### config.mk
export PLATFORM = sky130hd
export DESIGN_NAME = baralho_embaralhador
export DESIGN_NICKNAME = d
export VERILOG_FILES = /design/src/rtl/baralho_embaralhador.sv
export SDC_FILE = /design/constraint.sdc
export NUM_CORES = 1
export LEC_CHECK = 0
export CAP_MARGIN = 10
export CORE_MARGIN = 5
export CORE_UTILIZATION = 58
export DETAILED_ROUTE_END_ITERATION = 7
export PLACE_DENSITY_LB_ADDON = 0.25
export SLEW_MARGIN = 15
export SYNTH_ARGS = -nofsm -noshare
export SYNTH_HDL_FRONTEND = slang
export SYNTH_SLANG_ARGS = --single-unit
### constraint.sdc
create_clock -name clock -period 2.67 [get_ports clock]
set_input_delay 0.534 -clock clock [delete_from_list [all_inputs] [get_ports clock]]
set_output_delay 0.534 -clock clock [all_outputs]
set_load 0.01 [all_outputs]
### src/rtl/baralho_embaralhador.sv
// Multi-deck card store with LFSR-driven in-place Fisher-Yates shuffle.
// Optional: define AUTO_REEMBARALHO_EN to refill/reshuffle automatically once empty.
module baralho_embaralhador #(
    parameter int                      NUM_BARALHOS = 1,
    parameter int                      LARGURA_LFSR = 16,
    parameter logic [LARGURA_LFSR-1:0] SEMENTE      = 16'hACE1
) (
    input  logic       clock,
    input  logic       resetar,
    input  logic       embaralhar,
    input  logic       pedirCarta,
    output logic [3:0] carta,
    output logic       cartaValida,
    output logic       embaralhamentoPronto,
    output logic       baralhoVazio,
    output logic [8:0] cartasRestantes
);

    localparam int N     = 52 * NUM_BARALHOS;
    localparam int AW    = $clog2(N);
    localparam int DEPTH = 1 << AW;

    localparam logic [LARGURA_LFSR-1:0] POLY = LARGURA_LFSR'(16'hB400);
    localparam logic [LARGURA_LFSR-1:0] SEED =
        (SEMENTE == '0) ? LARGURA_LFSR'(1) : SEMENTE;
    localparam logic [AW-1:0] ULTIMO = AW'(N - 1);
    localparam logic [8:0]    TOTAL  = 9'(N);

    typedef enum logic [2:0] {
        OCIOSO,
        INICIALIZA,
        SORTEIA,
        LE,
        ESCREVE,
        PRONTO
    } estado_t;

    estado_t                 estado_q, estado_d;
    logic [LARGURA_LFSR-1:0] lfsr_q, lfsr_d;
    logic [AW-1:0]           k_q, k_d;
    logic [3:0]              c13_q, c13_d;
    logic [AW-1:0]           i_q, i_d;
    logic [AW-1:0]           j_q, j_d;
    logic [3:0]              a_q, a_d;
    logic [3:0]              b_q, b_d;
    logic [AW-1:0]           ptr_q, ptr_d;
    logic [8:0]              rest_q, rest_d;
    logic [3:0]              carta_q, carta_d;
    logic                    valida_q, valida_d;

    logic [3:0]    mem [DEPTH];
    logic          we_init;
    logic          we_swap;
    logic [3:0]    valor_init;
    logic [AW-1:0] j_cand;

    // All ones from bit 0 up to the highest set bit of v.
    function automatic logic [AW-1:0] mascara(input logic [AW-1:0] v);
        logic [AW-1:0] m;
        m = '0;
        for (int b = 0; b < AW; b++) begin
            m[b] = |(v >> b);
        end
        return m;
    endfunction

    assign lfsr_d     = {1'b0, lfsr_q[LARGURA_LFSR-1:1]} ^ (lfsr_q[0] ? POLY : '0);
    assign valor_init = (c13_q < 4'd9) ? c13_q + 4'd1 : 4'd10;
    assign j_cand     = lfsr_q[AW-1:0] & mascara(i_q);

    always_comb begin
        estado_d = estado_q;
        k_d      = k_q;
        c13_d    = c13_q;
        i_d      = i_q;
        j_d      = j_q;
        a_d      = a_q;
        b_d      = b_q;
        ptr_d    = ptr_q;
        rest_d   = rest_q;
        carta_d  = carta_q;
        valida_d = 1'b0;
        we_init  = 1'b0;
        we_swap  = 1'b0;

        // A shuffle request overrides everything, including a pending draw.
        if (embaralhar) begin
            estado_d = INICIALIZA;
            k_d      = '0;
            c13_d    = '0;
            rest_d   = '0;
        end else begin
            unique case (estado_q)
                OCIOSO: begin
                end
                INICIALIZA: begin
                    we_init = 1'b1;
                    if (k_q == ULTIMO) begin
                        estado_d = SORTEIA;
                        i_d      = ULTIMO;
                    end else begin
                        k_d   = k_q + AW'(1);
                        c13_d = (c13_q == 4'd12) ? 4'd0 : c13_q + 4'd1;
                    end
                end
                SORTEIA: begin
                    if (j_cand <= i_q) begin
                        j_d      = j_cand;
                        estado_d = LE;
                    end
                end
                LE: begin
                    a_d      = mem[i_q];
                    b_d      = mem[j_q];
                    estado_d = ESCREVE;
                end
                ESCREVE: begin
                    we_swap = 1'b1;
                    i_d     = i_q - AW'(1);
                    if (i_q == AW'(1)) begin
                        estado_d = PRONTO;
                        ptr_d    = '0;
                        rest_d   = TOTAL;
                    end else begin
                        estado_d = SORTEIA;
                    end
                end
                PRONTO: begin
                    if (pedirCarta && rest_q != '0) begin
                        carta_d  = mem[ptr_q];
                        valida_d = 1'b1;
                        ptr_d    = ptr_q + AW'(1);
                        rest_d   = rest_q - 9'd1;
                    end
`ifdef AUTO_REEMBARALHO_EN
                    else if (rest_q == '0) begin
                        estado_d = INICIALIZA;
                        k_d      = '0;
                        c13_d    = '0;
                    end
`endif
                end
                default: estado_d = OCIOSO;
            endcase
        end
    end

    always_ff @(posedge clock) begin
        if (resetar) begin
            estado_q <= OCIOSO;
            lfsr_q   <= SEED;
            k_q      <= '0;
            c13_q    <= '0;
            i_q      <= '0;
            j_q      <= '0;
            a_q      <= '0;
            b_q      <= '0;
            ptr_q    <= '0;
            rest_q   <= '0;
            carta_q  <= '0;
            valida_q <= 1'b0;
        end else begin
            estado_q <= estado_d;
            lfsr_q   <= lfsr_d;
            k_q      <= k_d;
            c13_q    <= c13_d;
            i_q      <= i_d;
            j_q      <= j_d;
            a_q      <= a_d;
            b_q      <= b_d;
            ptr_q    <= ptr_d;
            rest_q   <= rest_d;
            carta_q  <= carta_d;
            valida_q <= valida_d;
        end
    end

    // Contents are don't-care after reset, so the array has no reset.
    always_ff @(posedge clock) begin
        if (we_init) begin
            mem[k_q] <= valor_init;
        end
        if (we_swap) begin
            mem[i_q] <= b_q;
            mem[j_q] <= a_q;
        end
    end

    assign carta                = carta_q;
    assign cartaValida          = valida_q;
    assign embaralhamentoPronto = (estado_q == PRONTO);
    assign baralhoVazio         = (rest_q == '0);
    assign cartasRestantes      = rest_q;

endmodule

==> impl_results.md <==
- Ys Warns: 0
- Reg area: 9100 um2
- #FFs+latches synth: 325
- CP Max Fanout: 12
- Post-synth EDFFs: 256
- Mapped Cells: 1862
- Clock latency at the later pin of the worst-skew pair: 0.57 ns
- H-tree depth: 2
- CP max stage delay: 0.43 ns
- Post-Route WL: 86100 um
- FILL cells: 2553
- DR WL/cell: 33.3 um
- Min Tclk post-route: 2.61 ns
- RePlAce Congestion: 1.07
- DRC viols: 0
- R2R Path End: mem[31][2]$_DFFE_PP_
- Status: complete, no violations
- Reg2reg path depth: 9
- Buf+Inv Stages, Crit Path: 4
- Critical path arrival: 2.89 ns
- Final Hold Viols: 0
- DIE AREA: 40200 um2
- Rows: 69
- Routed vias: 18984
- Max Cap Viol: 0
- Startpoint Class: flip-flop
- Clock tree from TritonCTS: done
- Clock-pin slew on the worst setup and hold paths: 0.06 ns
- Inst Count DP: 2515
- First-pass GRT wire length: 124000 um
- Layout cells sized above 1: 34.9%
- CTS sink cnt: 325
- Hpwl dp: 61600 um
- Netlist cell types: 77
- Top delay family on crit path: simple AND/OR/NAND/NOR gates
- Layout area overhead: 21.1%
- Initial antenna violation count: 3
- Pre-CTS setup slack: -0.750 ns
- Max-slew headroom: 34.6%
- Worst-path cell chain: buf_4, nor4b_4, buf_6, nand2_2, nor2_4, buf_4, nand2_1, o21ai_0, buf_4
- Internal reg-to-reg setup slack: 0.06 ns
- Setup ws final: 0.0557 ns
- Crit path kind: reg2reg
- Asr flop ratio synth: 0%
- Max Fclk: 0.383 GHz
- CTS Buf Count: 37
- Clk_skew: 0.0237 ns
- Remaining global-route overflow: 0
- R2R Path Start: estado_q[0]$_SDFFE_PP0P_
- Initial Util: 59.0%
- Vias/cell: 7.34
- Die Y: 200 um
- Total Routing Usage GR: 41.8%
- Most common cell after layout, fill and taps aside: buf_4
- Most frequent CP cell: buf_4
- Post-DRT Antenna Nets: 0
- Max clock buf depth: 3
- Vias in the first global route: 18373
- Worst hold endpoint: lfsr_q[11]$_SDFF_PP1_
- Lkg Pwr: 8.77 nW
- Seq/Total Area, Yosys: 43.1%
- Mapped cell area: 21000 um2
- Final slew viol count: 0
- Syn_nets: 1880
- # port buffers: 19
- Drt pass-1 iters: 5
- IO Count: 20
- HP Class: reg2reg
- Most frequent cells in the layout: buf_4, edfxtp_1, nand2_1
- Endpoints failing setup: 0
- Fin crit share: 97.9%
- CP max stage cell: nor4b_4
- Peak supply drop: 0.573 mV
- CTS root buf: clkbuf_16
- CP Capture Type: flip-flop
- Multi-input logic area: 11300 um2
- Worst slew pin tran: 0.980 ns
- Finished Layout Cells: 2588
- Iter 0 DRT Violations: 3197
- Core region area: 35700 um2
- Largest net degree at the start of global routing: 66
- Synth Flop Type: edfxtp_1
- Final #Nets: 2112
- WP data required: 2.94 ns
- Hold Path Depth: 1
- PD cells: 453 nW/um2
- Syn Area/Cell: 11.3 um2
- Die width: 200 um
- RSZ-0062 raised after global routing: no
- HP Start: lfsr_q[12]$_SDFF_PP0_
timing repair:
item	in CTS	in global routing
hold buffers	0	0
setup buffers	0	1
pin swaps	0	0
gates resized for setup	5	15
setup endpoints to repair	94	84
cells in the mapped netlist (11+ instances only):
master | number | share of area [%]
edfxtp_1 | 256 | 37
nand2_1 | 221 | 3.9
o21ai_0 | 163 | 3.9
mux4_2 | 144 | 15
mux2_2 | 141 | 7.5
nor2_1 | 126 | 2.2
a21oi_1 | 85 | 2.0
clkbuf_1 | 78 | 1.4
mux2i_1 | 71 | 3.4
dfxtp_1 | 69 | 6.6
o22ai_1 | 55 | 1.6
buf_2 | 49 | 1.2
nand3_1 | 42 | 1.0
nor3_1 | 27 | 0.64
a22oi_1 | 24 | 0.86
nor2b_1 | 20 | 0.59
a211oi_1 | 18 | 0.64
a221oi_1 | 17 | 0.71
buf_4 | 16 | 0.57
ha_1 | 14 | 0.83
inv_1 | 14 | 0.25
or2_2 | 11 | 0.33
worst max-delay path by stage:
stage | startpoint | slack, ns | endpoint | cells after the start
6_report | estado_q[0]$_SDFFE_PP0P_ | 0.06 | mem[31][2]$_DFFE_PP_ | 9
5_1_grt | cartasRestantes[3]$_SDFFE_PP0P_ | 0.006 | baralhoVazio | 3
4_1_cts | embaralhar | 0.0004 | mem[10][3]$_DFFE_PP_ | 7
3_5_place_dp | embaralhar | -0.75 | mem[21][3]$_DFFE_PP_ | 8
3_3_place_gp | embaralhar | -0.71 | mem[21][3]$_DFFE_PP_ | 8
2_1_floorplan | i_q[2]$_SDFFE_PP0P_ | 0.02 | j_q[3]$_SDFFE_PP0P_ | 14
logic make-up (layout without fill, tap and decap cells):
| logic type | count (synthesis) | count (layout) | synth area share [%] |
|---|---|---|---|
| muxes | 360 | 360 | 26.5 |
| DFF | 325 | 325 | 43.1 |
| buffers and inverters | 176 | 437 | 3.79 |
| and+or+nand+nor | 520 | 520 | 11.7 |
| adders and majority gates | 14 | 14 | 0.832 |
| xor gates and xnor gates | 20 | 20 | 0.832 |
| AOI/OAI and AO/OA | 447 | 447 | 13.2 |
| other | 0 | 4 | 0 |
registers in the layout, indices dropped and copies added, names as in the netlist, 6 cells and up:
signal and cells:
lfsr_q 16, ptr_q 6, cartasRestantes 9, mem 256, j_q 6, i_q 6, k_q 6
layer usage:
| layer | vias up | part of all wire [%] | routed length, um | global-route usage, % |
|---|---|---|---|---|
| li1 | 7722 | - | - | - |
| met1 | 9195 | 34 | 29700 | 53.9 |
| met2 | 1675 | 43 | 37000 | 61.8 |
| met3 | 388 | 15 | 13300 | 15.0 |
| met4 | 4 | 7.1 | 6110 | 23.4 |
| met5 | - | 0.039 | 34 | 0 |
through the flow:
step                TNS (ns)  power [W]  utilization, %  cell area [um2]  hold slack, ns
finish                     0     0.0115            71.5            25500           0.410
global route               0     0.0118            71.4            25500           0.423
CTS                        0     0.0115            71.3            25400           0.412
detailed placement   -214.63    0.00617            67.7            24100           0.399
global placement     -200.52    0.00616            67.7            24100           0.402
floorplan                  0    0.00594               -            21100           0.389
worst register-to-register path, cell delays in order (launching register included):
cell	delay, ns
dfxtp_1	0.31
buf_4	0.18
nor4b_4	0.44
buf_6	0.21
nand2_2	0.18
nor2_4	0.20
buf_4	0.24
nand2_1	0.21
o21ai_0	0.17
buf_4	0.18
cell type report:
class	instances	share of cell area, %
inverters	22	0.324
flip-flops and latches	325	35.7
diodes	4	0.0393
clock buffers	51	4.16
well taps	461	2.26
clock inverters	17	0.864
multi-input cells	1361	44.2
repair buffers	347	12.4
report_power, final:
| part | switching [W] | internal (W) |
|---|---|---|
| Combinational | 0.000353 | 0.000275 |
| Sequential | 0.0000241 | 0.00543 |
| Clock | 0.00217 | 0.00328 |
No activity file was read; power rests on OpenSTA's default activity.
